--- src/rtl/rx_controller.sv ---
// rx_controller: UART receive sequencer. Synchronises rx, validates the start
// bit, times mid-bit sampling and drives the rx shift register controls.
// Optional feature: define RX_PARITY_CHECK_EN to enable even-parity checking.
module rx_controller #(
  parameter int unsigned CLK_FREQ   = 50_000_000,
  parameter int unsigned BAUD       = 9600,
  parameter int unsigned FRAME_BITS = 11
) (
  input  logic clk,
  input  logic preset,
  input  logic rx,
  output logic shift,
  output logic done,
  output logic sr_preset,
  output logic busy,
  output logic frame_err,
  output logic parity_err
);

  localparam int unsigned CLKS_PER_BIT = CLK_FREQ / BAUD;
  localparam int unsigned CNT_W        = $clog2(CLKS_PER_BIT);
  localparam int unsigned BIT_W        = $clog2(FRAME_BITS);
  localparam logic [CNT_W-1:0] HALF_LIMIT = CNT_W'(CLKS_PER_BIT / 2 - 1);
  localparam logic [CNT_W-1:0] FULL_LIMIT = CNT_W'(CLKS_PER_BIT - 1);
  localparam logic [BIT_W-1:0] STOP_IDX   = BIT_W'(FRAME_BITS - 1);

  typedef enum logic [1:0] {IDLE, START, DATA, DONE} state_t;

  state_t           state_q, state_n;
  logic [1:0]       sync_q;
  logic             rx_s;
  logic [CNT_W-1:0] cnt_q, cnt_n;
  logic [BIT_W-1:0] bitcnt_q, bitcnt_n;
  logic             stop_q, stop_n;
  logic             shift_n, done_n, busy_n, sr_preset_n, frame_err_n;

  // Two-flop synchroniser for the asynchronous rx line
  always_ff @(posedge clk or posedge preset) begin
    if (preset) sync_q <= 2'b11;
    else        sync_q <= {sync_q[0], rx};
  end

  assign rx_s = sync_q[1];

  // Next-state and output decode: start validation, mid-bit sampling, frame close
  always_comb begin
    state_n     = state_q;
    cnt_n       = cnt_q;
    bitcnt_n    = bitcnt_q;
    stop_n      = stop_q;
    shift_n     = 1'b0;
    done_n      = 1'b0;
    busy_n      = busy;
    sr_preset_n = 1'b1;
    frame_err_n = frame_err;
    case (state_q)
      IDLE: begin
        if (!rx_s) begin
          state_n = START;
          cnt_n   = '0;
          busy_n  = 1'b1;
        end
      end
      START: begin
        if (cnt_q == HALF_LIMIT) begin
          cnt_n = '0;
          if (!rx_s) begin
            shift_n  = 1'b1;
            bitcnt_n = BIT_W'(1);
            state_n  = DATA;
          end else begin
            // start bit vanished before mid-bit: treat as a glitch
            sr_preset_n = 1'b0;
            busy_n      = 1'b0;
            state_n     = IDLE;
          end
        end else begin
          cnt_n = cnt_q + 1'b1;
        end
      end
      DATA: begin
        if (cnt_q == FULL_LIMIT) begin
          cnt_n    = '0;
          shift_n  = 1'b1;
          bitcnt_n = bitcnt_q + 1'b1;
          if (bitcnt_q == STOP_IDX) begin
            stop_n  = rx_s;
            state_n = DONE;
          end
        end else begin
          cnt_n = cnt_q + 1'b1;
        end
      end
      DONE: begin
        done_n      = 1'b1;
        busy_n      = 1'b0;
        frame_err_n = ~stop_q;
        bitcnt_n    = '0;
        state_n     = IDLE;
      end
      default: state_n = IDLE;
    endcase
  end

  // State, counters and registered outputs
  always_ff @(posedge clk or posedge preset) begin
    if (preset) begin
      state_q   <= IDLE;
      cnt_q     <= '0;
      bitcnt_q  <= '0;
      stop_q    <= 1'b0;
      shift     <= 1'b0;
      done      <= 1'b0;
      busy      <= 1'b0;
      sr_preset <= 1'b0;
      frame_err <= 1'b0;
    end else begin
      state_q   <= state_n;
      cnt_q     <= cnt_n;
      bitcnt_q  <= bitcnt_n;
      stop_q    <= stop_n;
      shift     <= shift_n;
      done      <= done_n;
      busy      <= busy_n;
      sr_preset <= sr_preset_n;
      frame_err <= frame_err_n;
    end
  end

`ifdef RX_PARITY_CHECK_EN
  localparam logic [BIT_W-1:0] PAR_IDX = BIT_W'(FRAME_BITS - 2);

  logic par_q, par_n, parity_err_n;

  // Even parity over the data samples and the parity sample, cleared while idle
  always_comb begin
    par_n        = par_q;
    parity_err_n = parity_err;
    if (state_q == IDLE) begin
      par_n = 1'b0;
    end else if (state_q == DATA && cnt_q == FULL_LIMIT && bitcnt_q <= PAR_IDX) begin
      par_n = par_q ^ rx_s;
    end
    if (state_q == DONE) parity_err_n = par_q;
  end

  // Parity accumulator and registered parity flag
  always_ff @(posedge clk or posedge preset) begin
    if (preset) begin
      par_q      <= 1'b0;
      parity_err <= 1'b0;
    end else begin
      par_q      <= par_n;
      parity_err <= parity_err_n;
    end
  end
`else
  assign parity_err = 1'b0;
`endif

endmodule
--- config.mk ---
export PLATFORM = sky130hd
export DESIGN_NAME = rx_controller
export DESIGN_NICKNAME = d
export VERILOG_FILES = /design/src/rtl/rx_controller.sv
export SDC_FILE = /design/constraint.sdc
export NUM_CORES = 1
export LEC_CHECK = 0
export CAP_MARGIN = 40
export CORE_ASPECT_RATIO = 1.4
export CORE_MARGIN = 2
export CORE_UTILIZATION = 58
export CTS_CLUSTER_DIAMETER = 200
export DETAILED_ROUTE_END_ITERATION = 6
export GPL_TIMING_DRIVEN = 0
export PLACE_DENSITY = 0.82
export SYNTH_ARGS = -nofsm -noshare
export SYNTH_HDL_FRONTEND = slang
export SYNTH_SLANG_ARGS = --single-unit
--- constraint.sdc ---
create_clock -name clk -period 2.6 [get_ports clk]
set_clock_uncertainty 0.2 [all_clocks]
set_input_delay 0.39 -clock clk [delete_from_list [all_inputs] [get_ports clk]]
set_output_delay 0.39 -clock clk [all_outputs]
set_load 0.02 [all_outputs]
==> Word-level counts from Yosys, hierarchy flattened <==
Cells that the tools add are included.
W data, S select, Z words.
{ "word_totals": {"ff_bits": 27, "inputBits": 3, "output_inout_bits": 6, "wordCells": 59} }
{ "op_classes": {"add_sub_neg": 2, "n_eq_ne": 12, "muxes": 25, "bitwise_logic": 1, "n_reduce_logical": 9} }
{ "op_table": {"columns": ["op", "n"], "rows": [
  ["$mux W13", 3],
  ["$pmux W13 S3", 1],
  ["$add A13 B1 Y13 const B", 1],
  ["$eq A13 B12 Y1 const B", 1],
  ["$eq A13 B13 Y1 const B", 1],
  ["$mux W4", 3],
  ["$ne A2 B2 Y1 const B", 6],
  ["$pmux W4 S3", 1],
  ["$reduce_and A4 Y1", 3],
  ["$mux W2", 5],
  ["$mux W1", 9],
  ["$reduce_bool A3 Y1", 3],
  ["$pmux W2 S4", 1],
  ["$add A4 B1 Y4 const B", 1],
  ["$eq A2 B2 Y1 const B", 2],
  ["$eq A4 B4 Y1 const B", 1],
  ["$pmux W1 S3", 1],
  ["$reduce_and A3 Y1", 1],
  ["$eq A2 B1 Y1 const B", 1],
  ["$logic_not A2 Y1", 1],
  ["$pmux W1 S2", 1],
  ["$reduce_and A2 Y1", 1],
  ["$not A1 Y1", 1]
]} }

==> Logic depth before layout (Yosys ltp) <==
Gate-level depths: netlist (run 1).
{ "depth": {"depth_word": 4, "ltp_mapped": 7, "depth_no_buf": 6} }

==> Worst setup path after synthesis (run 1) <==
OpenSTA, ideal clock, no wires.
{ "synth_timing": {"kind": "register -> register", "from": "reg state_q[0]", "to": "reg bitcnt_q[3]", "setup_ps": 101, "arrival_ps": 1728, "required_time_ps": 2299, "path_slack_ps": 571, "stages_incl_launch_ff": 8, "path_buffers": 1, "synth_period_minus_slack_ps": 2029, "cell_sequence": "dfrtp_1 > inv_1 > ha_1 > clkbuf_1 > inv_1 > a31oi_4 > or3_4 > o311ai_2"} }
{ "synth_via": {"elab_chain_cells": 3, "word_cells_on_any_way": 9, "cone_classes": "6 x eq/ne; 1 x mux; 2 x reduce/logical"} }
{ "synth_rtl": {"columns": ["item", "line_no", "text"], "rows": [
  ["start: declaration", "29", "state_t state_q, state_n;"],
  ["start signal: assignment", "118", "state_q <= state_n;"],
  ["$eq A2 B1 Y1 or $eq A2 B2 Y1 (tied branches)", "56", "case (state_q)"],
  ["$ne A2 B2 Y1 (no line) or $reduce_bool A3 Y1 (tied branches)", null, null],
  ["$reduce_and A4 Y1 (no line)", null, null],
  ["end signal: assignment", "120", "bitcnt_q <= bitcnt_n;"],
  ["end: declaration", "33", "logic [BIT_W-1:0] bitcnt_q, bitcnt_n;"]
]} }
Parallel ways exist; a longest one is shown, timed or not.
A chain may end at the register's enable or synchronous reset.

==> Worst setup path after layout (run 1) <==
{ "layout_timing": {"from": "reg cnt_q[0]", "to": "reg bitcnt_q[3]"} }
{ "layout_via": {"elab_chain_cells": 3, "word_cells_on_any_way": 5, "cone_classes": "4 x eq/ne; 1 x reduce/logical"} }
{ "layout_rtl": {"columns": ["item", "line_no", "text"], "rows": [
  ["start: declaration", "32", "logic [CNT_W-1:0] cnt_q, cnt_n;"],
  ["start signal: assignment", "119", "cnt_q <= cnt_n;"],
  ["$eq A13 B13 Y1 or $eq A13 B12 Y1 (tied branches)", "82, 65", null],
  ["$ne A2 B2 Y1 (no line)", null, null],
  ["$reduce_and A4 Y1 (no line) *", null, null]
]} }
Mark *: on every way between the ends. The rest lies on a longest branch, timed or not.

==> metrics.md, run 1 <==
| Metric | Value |
|---|---|
| Status | `finished clean` |
| Initial Utilization | `61.3%` |
| Sequential Area | `678 µm²` |
| Via count | `1253` |
| ANT cells | `0` |
| Net Sw Frac | `22.3%` |
| Largest net degree at the start of global routing | `15` |
| CP Max Fanout | `6` |
| Share of cells above drive strength 1 | `13.1%` |
| Vias/cell | `6.14` |
| Max-Cap Viols | `0` |
| Initial antenna violation count | `0` |
| Clk Latency, worst-skew pair | `340 ps` |
| Total track usage | `23.5%` |
| Logic pwr share | `3.0%` |
| Synthesized Nets | `170` |
| Number of global-route vias before repair | `1255` |
| CP required | `2650 ps` |
| GPL Wtd Cong | `0.831` |
| Total Power | `630 µW` |
| FF-to-FF setup slack | `260 ps` |
| Sequential-to-total area share from yosys stat | `42.3%` |
| Avg WL per Cell | `16.0 µm` |
| Clock power share | `29.8%` |
| # fillers | `207` |
| Most common cell after layout, fill and taps aside | `dfrtp_1` |
| Seq pwr share | `67.2%` |
| Leak Pwr | `0.767 nW` |
| RSZ-0062 raised after global routing | `false` |
| CTS root buf | `clkbuf_4` |
| EDFF count, synth | `0` |
| Tmin final | `2340 ps` |
| Hold_ws | `166 ps` |
| Commonest non-fill, non-tap cells in the layout | `dfrtp_1 (25), nand2_1 (14), ha_1 (10), inv_1 (8), nand3_1 (8)` |
| Min-delay worst type | `flop to flop` |
| CP arrival | `2390 ps` |
| Core area | `2620 µm²` |
| CP Capture Type | `flop` |
| IO Pins | `9` |
| PnR worst setup slack | `262 ps` |
| Worst slew margin | `58.9%` |
| Drt initial violations | `52` |
| Placed cells | `201` |
| Post-Syn Area | `1600 µm²` |
| Port bufs | `7` |
| Fin. max-slew vios | `0` |
| Final-report setup violation count | `0` |
| Cell Int Power | `490 µW` |
| Final core occ | `67.4%` |
| Final ANT Viol Nets | `0` |
| GRT Residual Overflow | `0` |
| Die H | `66.2 µm` |
| Endpoints failing hold | `0` |
| DRC | `0` |
| Synth Instances | `157` |
| Final HPWL DP | `2.48 mm` |
| Worst-Margin Slew | `615 ps` |
| Final period util | `89.9%` |
| Dpl cell area | `1730 µm²` |
| First-pass GRT wire length | `5.83 mm` |
| Ys flop type | `dfrtp_1` |
| Pwr dens | `357 nW/µm²` |
| Sw Pwr | `140 µW` |
| Inserted Clock Buffers | `3` |
| Worst vdd ir | `247 µV` |
| Final cell count without fillers | `204` |
| Area of the multi-input gates | `883 µm²` |
| Asr flop ratio synth | `100%` |
| Final Cell Area | `1760 µm²` |
| H-tree Lvls | `1` |
| P&R area growth vs syn | `9.91%` |
| Total negative setup slack | `0 ps` |
| CTS tree | `done` |
| Setup bufs post-CTS | `0` |
| Synth warn | `0` |
| Number of synthesized register bits | `27` |
| Worst setup path category | `flop to flop` |
| Die area | `3210 µm²` |
| Startpoint Class | `flop` |
| Max Fclk | `0.428 GHz` |
| Die Wd | `48.4 µm` |
| Pre-Repair DR Iteration Count | `4` |
| Mean post-synth cell area | `10.2 µm²` |
| Post-synth cell types | `41` |
| Drt total wl | `3.26 mm` |
| Longest Clk Path Bufs | `2` |
| Core Rows | `22` |
| Pre-CTS setup slack | `161 ps` |
| CTS clock-pin slew for the worst setup and hold paths | `140 ps` |
| Total clock sinks | `27` |
| Post-layout net count | `182` |
-- cell usage after synthesis (3+ instances only) --
library cell,number,share of area (%)
clkbuf_1,3,0.70
nand4_1,6,2.3
mux2_2,3,2.1
o21ai_0,6,1.9
xor2_1,5,2.7
nand2b_1,3,1.2
o31ai_1,5,2.3
ha_1,10,7.8
o211ai_1,6,2.8
nor3_1,4,1.2
inv_1,8,1.9
nand2_1,14,3.3
dfrtp_1,25,39
and3_1,4,1.6
a21oi_1,4,1.2
and4bb_2,5,3.9
a41oi_1,3,1.6
nand3_1,8,2.5
nor2_1,7,1.6
or3_1,3,1.2
-- logic make-up (layout without fill, tap and decap cells) --
kind of cell | Yosys count | count (layout) | share of synthesized area, %
buffers and inverters | 12 | 23 | 3.04
DFF | 27 | 27 | 42.3
xor gates and xnor gates | 5 | 5 | 2.73
other | 1 | 1 | 0.234
AOI/OAI and AO/OA | 35 | 35 | 16.8
adders and majority gates | 10 | 10 | 7.80
and+or+nand+nor | 63 | 63 | 24.4
muxes | 4 | 4 | 2.73
-- timing repair --
| action | CTS | global route |
|---|---|---|
| hold buffers | 0 | 0 |
| endpoints found under the setup margin | 0 | 1 |
| gates resized for setup | 0 | 1 |
-- metal layers --
layer	track usage [%]	routed length [µm]	vias up
li1	-	-	615
met4	10.0	57	0
met2	43.9	1770	31
met5	0	0	-
met3	3.17	83	5
met1	26.7	1350	602
-- registers in the layout (all words and copies together), names as in the netlist, named ones only --
register	cells
cnt_q	13
stop_q	1
shift	1
sync_q	2
bitcnt_q	4
frame_err	1
sr_preset	1
busy	1
state_q	1
done	1
-- worst max-delay path, cell delays in order, from the launching register on --
cell and delay, ps:
dfrtp_1 420, ha_1 280, nor4b_4 390, a41oi_1 270, or3_4 420, o311ai_2 270
-- path summary, 6_finish.rpt --
| check | startpoint | end | cells after the start |
|---|---|---|---|
| worst max-delay path | cnt_q[0] | bitcnt_q[3] | 5 |
| worst min-delay path | sync_q[0] | sync_q[1] | 0 |
| worst max register to register | cnt_q[0] | bitcnt_q[3] | 5 |
| worst min register to register | sync_q[0] | sync_q[1] | 0 |
| max in group asynchronous | preset | sync_q[0] | 3 |
| min in group asynchronous | preset | cnt_q[0] | 2 |
-- final cells by class --
class / count / share of cell area, %
timing repair buffer: 8 / 4.83
clock buffer: 4 / 1.49
multi-input combinational: 118 / 50.1
buffer: 3 / 0.852
sequential: 27 / 38.5
inverter: 8 / 1.70
tap: 36 / 2.56
-- power groups by stage --
stage | clock [mW] | combinational, mW | sequential [mW]
after floorplan | 0 | 0.0110 | 0.431
after global placement | 0 | 0.0166 | 0.431
after detailed placement | 0 | 0.0197 | 0.431
after CTS | 0.195 | 0.0196 | 0.423
after global routing | 0.214 | 0.0221 | 0.423
final | 0.188 | 0.0191 | 0.423
Note: power is estimated with default switching activity, not from simulation.
==> inputs of run 2 (changes only) <==
--- a/config.mk
+++ b/config.mk
@@ -8,11 +8,11 @@
 export CAP_MARGIN = 40
 export CORE_ASPECT_RATIO = 1.4
 export CORE_MARGIN = 2
-export CORE_UTILIZATION = 58
+export CORE_UTILIZATION = 53
 export CTS_CLUSTER_DIAMETER = 200
 export DETAILED_ROUTE_END_ITERATION = 6
 export GPL_TIMING_DRIVEN = 0
-export PLACE_DENSITY = 0.82
+export PLACE_DENSITY = 0.79
 export SYNTH_ARGS = -nofsm -noshare
 export SYNTH_HDL_FRONTEND = slang
 export SYNTH_SLANG_ARGS = --single-unit
==> constraint.sdc (replaced) <==
create_clock -name clk -period 2 [get_ports clk]
set_clock_uncertainty 0.2 [all_clocks]
set_input_delay 0.3 -clock clk [delete_from_list [all_inputs] [get_ports clk]]
set_output_delay 0.3 -clock clk [all_outputs]
set_load 0.02 [all_outputs]
==> run 2 against run 1 <==
  * The run now ends with negative setup slack left
  * First-iteration DRC count is 15% lower
  * Non-clock buffer count is 20 higher
  * Register-to-register slack got worse by 310 ps
  * Largest cell class unchanged
  * Critical path type unchanged
  * Combinational power up 36%
  * Highest routed layer unchanged
==> metrics.md, run 2 (synthesis gave the netlist of run 1 again) <==
| Metric | Value |
|---|---|
| Via count | `1414 (was 1253)` |
| DRC | `0 (unchanged)` |
| Port bufs | `7 (unchanged)` |
| Final HPWL DP | `2.45 mm (was 2.48 mm)` |
| Met2 usage | `41.2% (was 43.9%)` |
| Final Cell Area | `2050 µm² (was 1760 µm²)` |
| Hold depth | `0 (unchanged)` |
| Vias/cell | `6.28 (was 6.14)` |
| Placed cells | `202 (was 201)` |
| Biggest regs | `cnt_q (13), bitcnt_q (4), sync_q (2) (unchanged)` |
| Avg WL per Cell | `17.7 µm (was 16.0 µm)` |
| P&R area growth vs syn | `27.6% (was 9.91%)` |
| Number of global-route vias before repair | `1472 (was 1255)` |
| Share of cells above drive strength 1 | `29.8% (was 13.1%)` |
| Final period util | `103% (was 89.9%)` |
| ANT cells | `0 (unchanged)` |
| Total track usage | `23.4% (was 23.5%)` |
| Min-delay worst type | `flop to flop (unchanged)` |
| CP required | `1980 ps (was 2650 ps)` |
| Core Rows | `23 (was 22)` |
| Startpoint Class | `flop (unchanged)` |
| Hold Path Origin | `sync_q[0] (unchanged)` |
| H-tree Lvls | `1 (unchanged)` |
| Clk Latency, worst-skew pair | `270 ps (was 340 ps)` |
| GR Layer Usage met1 | `27.3% (was 26.7%)` |
| Worst vdd ir | `537 µV (was 247 µV)` |
| Status | `finished, violations left (was finished clean)` |
| Gr busiest metal | `met2 (unchanged)` |
| Longest Clk Path Bufs | `2 (unchanged)` |
| Dpl cell area | `1740 µm² (was 1730 µm²)` |
| CTS root buf | `clkbuf_8 (was clkbuf_4)` |
| Drt initial violations | `44 (was 52)` |
| RSZ-0062 raised after global routing | `true (was false)` |
| Final ANT Viol Nets | `0 (unchanged)` |
| Pre-Repair DR Iteration Count | `4 (unchanged)` |
| Post-layout net count | `202 (was 182)` |
| Most common cell after layout, fill and taps aside | `dfrtp_1 (unchanged)` |
| Tmin final | `2050 ps (was 2340 ps)` |
| Die Wd | `50.5 µm (was 48.4 µm)` |
| IO Pins | `9 (unchanged)` |
| CP arrival | `2030 ps (was 2390 ps)` |
| Initial Utilization | `55.7% (was 61.3%)` |
| Failing checks | `negative setup slack` |
| CP Capture Type | `flop (unchanged)` |
| Drt total wl | `3.98 mm (was 3.26 mm)` |
| Met3 usage | `2.60% (was 3.17%)` |
| PnR worst setup slack | `-51.2 ps (was 262 ps)` |
| Hold_ws | `160 ps (was 166 ps)` |
| Core area | `2880 µm² (was 2620 µm²)` |
| Largest net degree at the start of global routing | `15 (unchanged)` |
| Initial antenna violation count | `0 (unchanged)` |
| CTS tree | `done (unchanged)` |
| Commonest non-fill, non-tap cells in the layout | `dfrtp_1 (22), buf_4 (20), nand2_1 (14), nand3_1 (8) (was dfrtp_1 (25), nand2_1 (14), ha_1 (10), inv_1 (8), nand3_1 (8))` |
| Worst slew margin | `62.1% (was 58.9%)` |
| # fillers | `209 (was 207)` |
| Worst setup path category | `flop to flop (unchanged)` |
| Fin. max-slew vios | `0 (unchanged)` |
| Die area | `3490 µm² (was 3210 µm²)` |
| Area of the multi-input gates | `990 µm² (was 883 µm²)` |
| GPL Wtd Cong | `0.779 (was 0.831)` |
| GRT Residual Overflow | `0 (unchanged)` |
| Final cell count without fillers | `225 (was 204)` |
| Final-report setup violation count | `4 (was 0)` |
| CP Max Fanout | `4 (was 6)` |
| First-pass GRT wire length | `6.45 mm (was 5.83 mm)` |
| Largest Register | `cnt_q (unchanged)` |
| Worst r2r src | `cnt_q[0] (unchanged)` |
| Endpoints failing hold | `0 (unchanged)` |
| Max Fclk | `0.488 GHz (was 0.428 GHz)` |
| Total clock sinks | `27 (unchanged)` |
| Pwr dens | `430 nW/µm² (was 357 nW/µm²)` |
| Final core occ | `71.1% (was 67.4%)` |
| Sequential Area | `682 µm² (was 678 µm²)` |
| Die H | `69.1 µm (was 66.2 µm)` |
| CTS clock-pin slew for the worst setup and hold paths | `90 ps (was 140 ps)` |
| Worst-Margin Slew | `567 ps (was 615 ps)` |
| Total negative setup slack | `-171 ps (was 0 ps)` |
| Leak Pwr | `0.920 nW (was 0.767 nW)` |
| R2R cell count | `5 (unchanged)` |
| Worst Setup SP | `cnt_q[0] (unchanged)` |
| Max-Cap Viols | `0 (unchanged)` |
| Largest register FFs | `13 (unchanged)` |
| Inserted Clock Buffers | `3 (unchanged)` |
run 2: cell types whose count changed in the layout (fill, tap and decap cells not counted), moves of 3 or more:
cell / previous run / this run
clkbuf_4: 3 / 0
buf_4: 1 / 20
dfrtp_2: 0 / 3
clkbuf_8: 0 / 3
dfrtp_1: 25 / 22
ha_1: 10 / 6
run 2: through the flow:
step	power [mW]	worst slack, ps
finish	0.880	-51.2
global placement	0.582	-286
CTS	0.888	4.31
floorplan	0.575	6.38
global route	0.909	-122
detailed placement	0.586	-409
run 2: cell type report:
class                      instances  area share [%]
tap                               37            2.26
buffer                             3           0.733
inverter                           8            1.47
clock buffer                       4            2.20
multi-input combinational        118            48.3
timing repair buffer              28            11.7
sequential                        27            33.3
run 2: routing by layer:
metal	wire length, µm	up-vias
met3	159	12
met4	89	0
met5	0	-
met2	2230	58
li1	-	647
met1	1500	697
run 2: critical path, stage by stage (launching register included):
cell,delay (ps)
dfrtp_1,430
ha_4,180
and4bb_2,300
a31oi_4,130
or3_4,440
o311ai_4,280
run 2: path summary, 6_finish.rpt:
kind,end,slack [ps]
max in group asynchronous,sync_q[0],840
worst min-delay path,sync_q[1],160
min in group asynchronous,cnt_q[12],180
worst max register to register,bitcnt_q[3],-50
worst max-delay path,bitcnt_q[3],-50
worst min register to register,sync_q[1],160
run 2: where the power goes:
| part | internal [mW] | leakage [nW] | switching, mW |
|---|---|---|---|
| registers | 0.549 | 0.340 | 0.000456 |
| logic | 0.00837 | 0.557 | 0.0176 |
| clock network | 0.143 | 0.0228 | 0.162 |
| total | 0.700 | 0.920 | 0.180 |
run 2: what timing repair did:
action                                 in CTS  in global routing
endpoints found under the hold margin       0                  0
pin swaps                                   5                  6
resized for setup                          14                 10
setup buffers                              12                  8
hold buffers                                0                  0
setup endpoints to repair                  20                 19
==> variant (config.mk and constraints of run 1) <==
Set the parameter `CLK_FREQ` to 100_000_000 (it was 50_000_000).
--- a/src/rtl/rx_controller.sv
+++ b/src/rtl/rx_controller.sv
@@ -3,5 +3,5 @@
 // Optional feature: define RX_PARITY_CHECK_EN to enable even-parity checking.
 module rx_controller #(
-  parameter int unsigned CLK_FREQ   = 50_000_000,
+  parameter int unsigned CLK_FREQ   = 100_000_000,
   parameter int unsigned BAUD       = 9600,
   parameter int unsigned FRAME_BITS = 11
Check against the original RTL: no difference found for any inputs over 10 cycles, from zero or initial values and one cycle with preset high; that may be too few to reach the edited logic, so the function may still have changed.
==> variant against run 1 <==
  * Final area shrank 2.6%
  * First-iteration DRC count fell by 67%
  * Sequential power increased by 4%
  * Die area shrank 4.4%
  * Worst setup slack got worse by 130 ps
  * Sequential cell count is 1 higher
  * Worst hold slack gained 2.8 ps
  * Power up 6.4%
  * Synthesized area decreased by 4.8%
  * Routed wire length is 12% lower
  * Via count decreased by 8.8%
==> variant: results (changes against run 1) <==
status: complete, no violations
pre-CTS setup slack: 121 ps (-40.3 ps)
Syn Nets: 165 (-2.9%)
layout cells sized above 1: 11.6% (-1.5 points)
met1 WL: 1210 um (-10%)
Cell Pwr Density: 390 nW/um2 (+9.2%)
synth top area cells: dfrtp_1 (43%), ha_1 (8.2%), xor2_1 (4.6%), nand2_1 (3.9%), dfstp_2 (3.4%)
M3 GR Usage: 3.62% (+0.45 points)
top post-synthesis cells by count: dfrtp_1 (26), nand2_1 (16), nor2_1 (13)
xor/xnor cell area share of the yosys netlist: 5.73% (+3.0 points)
slowest stage delay, CP: 630 ps (+210 ps)
top flop regs: cnt_q (14), bitcnt_q (4), sync_q (2)
maximum vdd drop: 280 uV (+13%)
worst reg-to-reg path cell count: 6 (+1)
crit-path max FO: 4 (-2)
buffer count from post-CTS setup fixing: 0 (unchanged)
Worst Path Arrival: 2500 ps (+110 ps)
met2 usage: 39.0% (-4.9 points)
Leakage: 0.790 nW (+2.9%)
Hold Worst Slack: 169 ps (+2.77 ps)
Filler Cell Count: 192 (-7.2%)
WL/cell: 14.3 um (-10%)
first-pass GRT wire length: 5150 um (-12%)
Synth Area in Compound Gates: 11.8% (-5.0 points)
Via density: 5.72 (-7.0%)
gpl congestion: 0.797 (-4.2%)
clk root buf: clkbuf_4
multiplexer area fraction after synthesis: 0.737% (-2.0 points)
WL met2: 1580 um (-11%)
M1 GR Usage: 27.7% (+0.97 points)
met3 wire length: 41 um (-51%)
post-DP HPWL: 2260 um (-8.9%)
Crit-path slowest cell: or4_1
-- variant: logic make-up (layout without fill, tap and decap cells) --
logic type	count (synthesis)	count (layout)
compound gates	27	27
xor+xnor	10	10
fa+ha+maj	10	10
buf+inv	10	22
flops	28	28
mux	1	1
other cells	1	1
simple gates	65	65
-- variant: metrics by stage --
stage	power, mW	instances	area [um2]	util, %
6_report	0.670	200	1720	67.1
5_1_grt	0.698	200	1720	67.1
4_1_cts	0.678	200	1690	66.2
3_5_place_dp	0.466	196	1660	64.8
3_3_place_gp	0.463	195	1640	64.2
2_1_floorplan	0.457	152	1530	-
-- variant: report_power, final --
part / switching (mW) / internal [mW]
clock: 0.127 / 0.0859
combinational: 0.0110 / 0.00608
sequential: 0.00179 / 0.438
-- variant: area by class of cell --
type                       count  share of cell area, %
buffer                         2                  0.655
clock buffer                   4                   2.11
inverter                       8                   1.75
multi-input combinational    114                   47.0
sequential                    28                   40.9
tap                           36                   2.62
timing repair buffer           8                   4.95
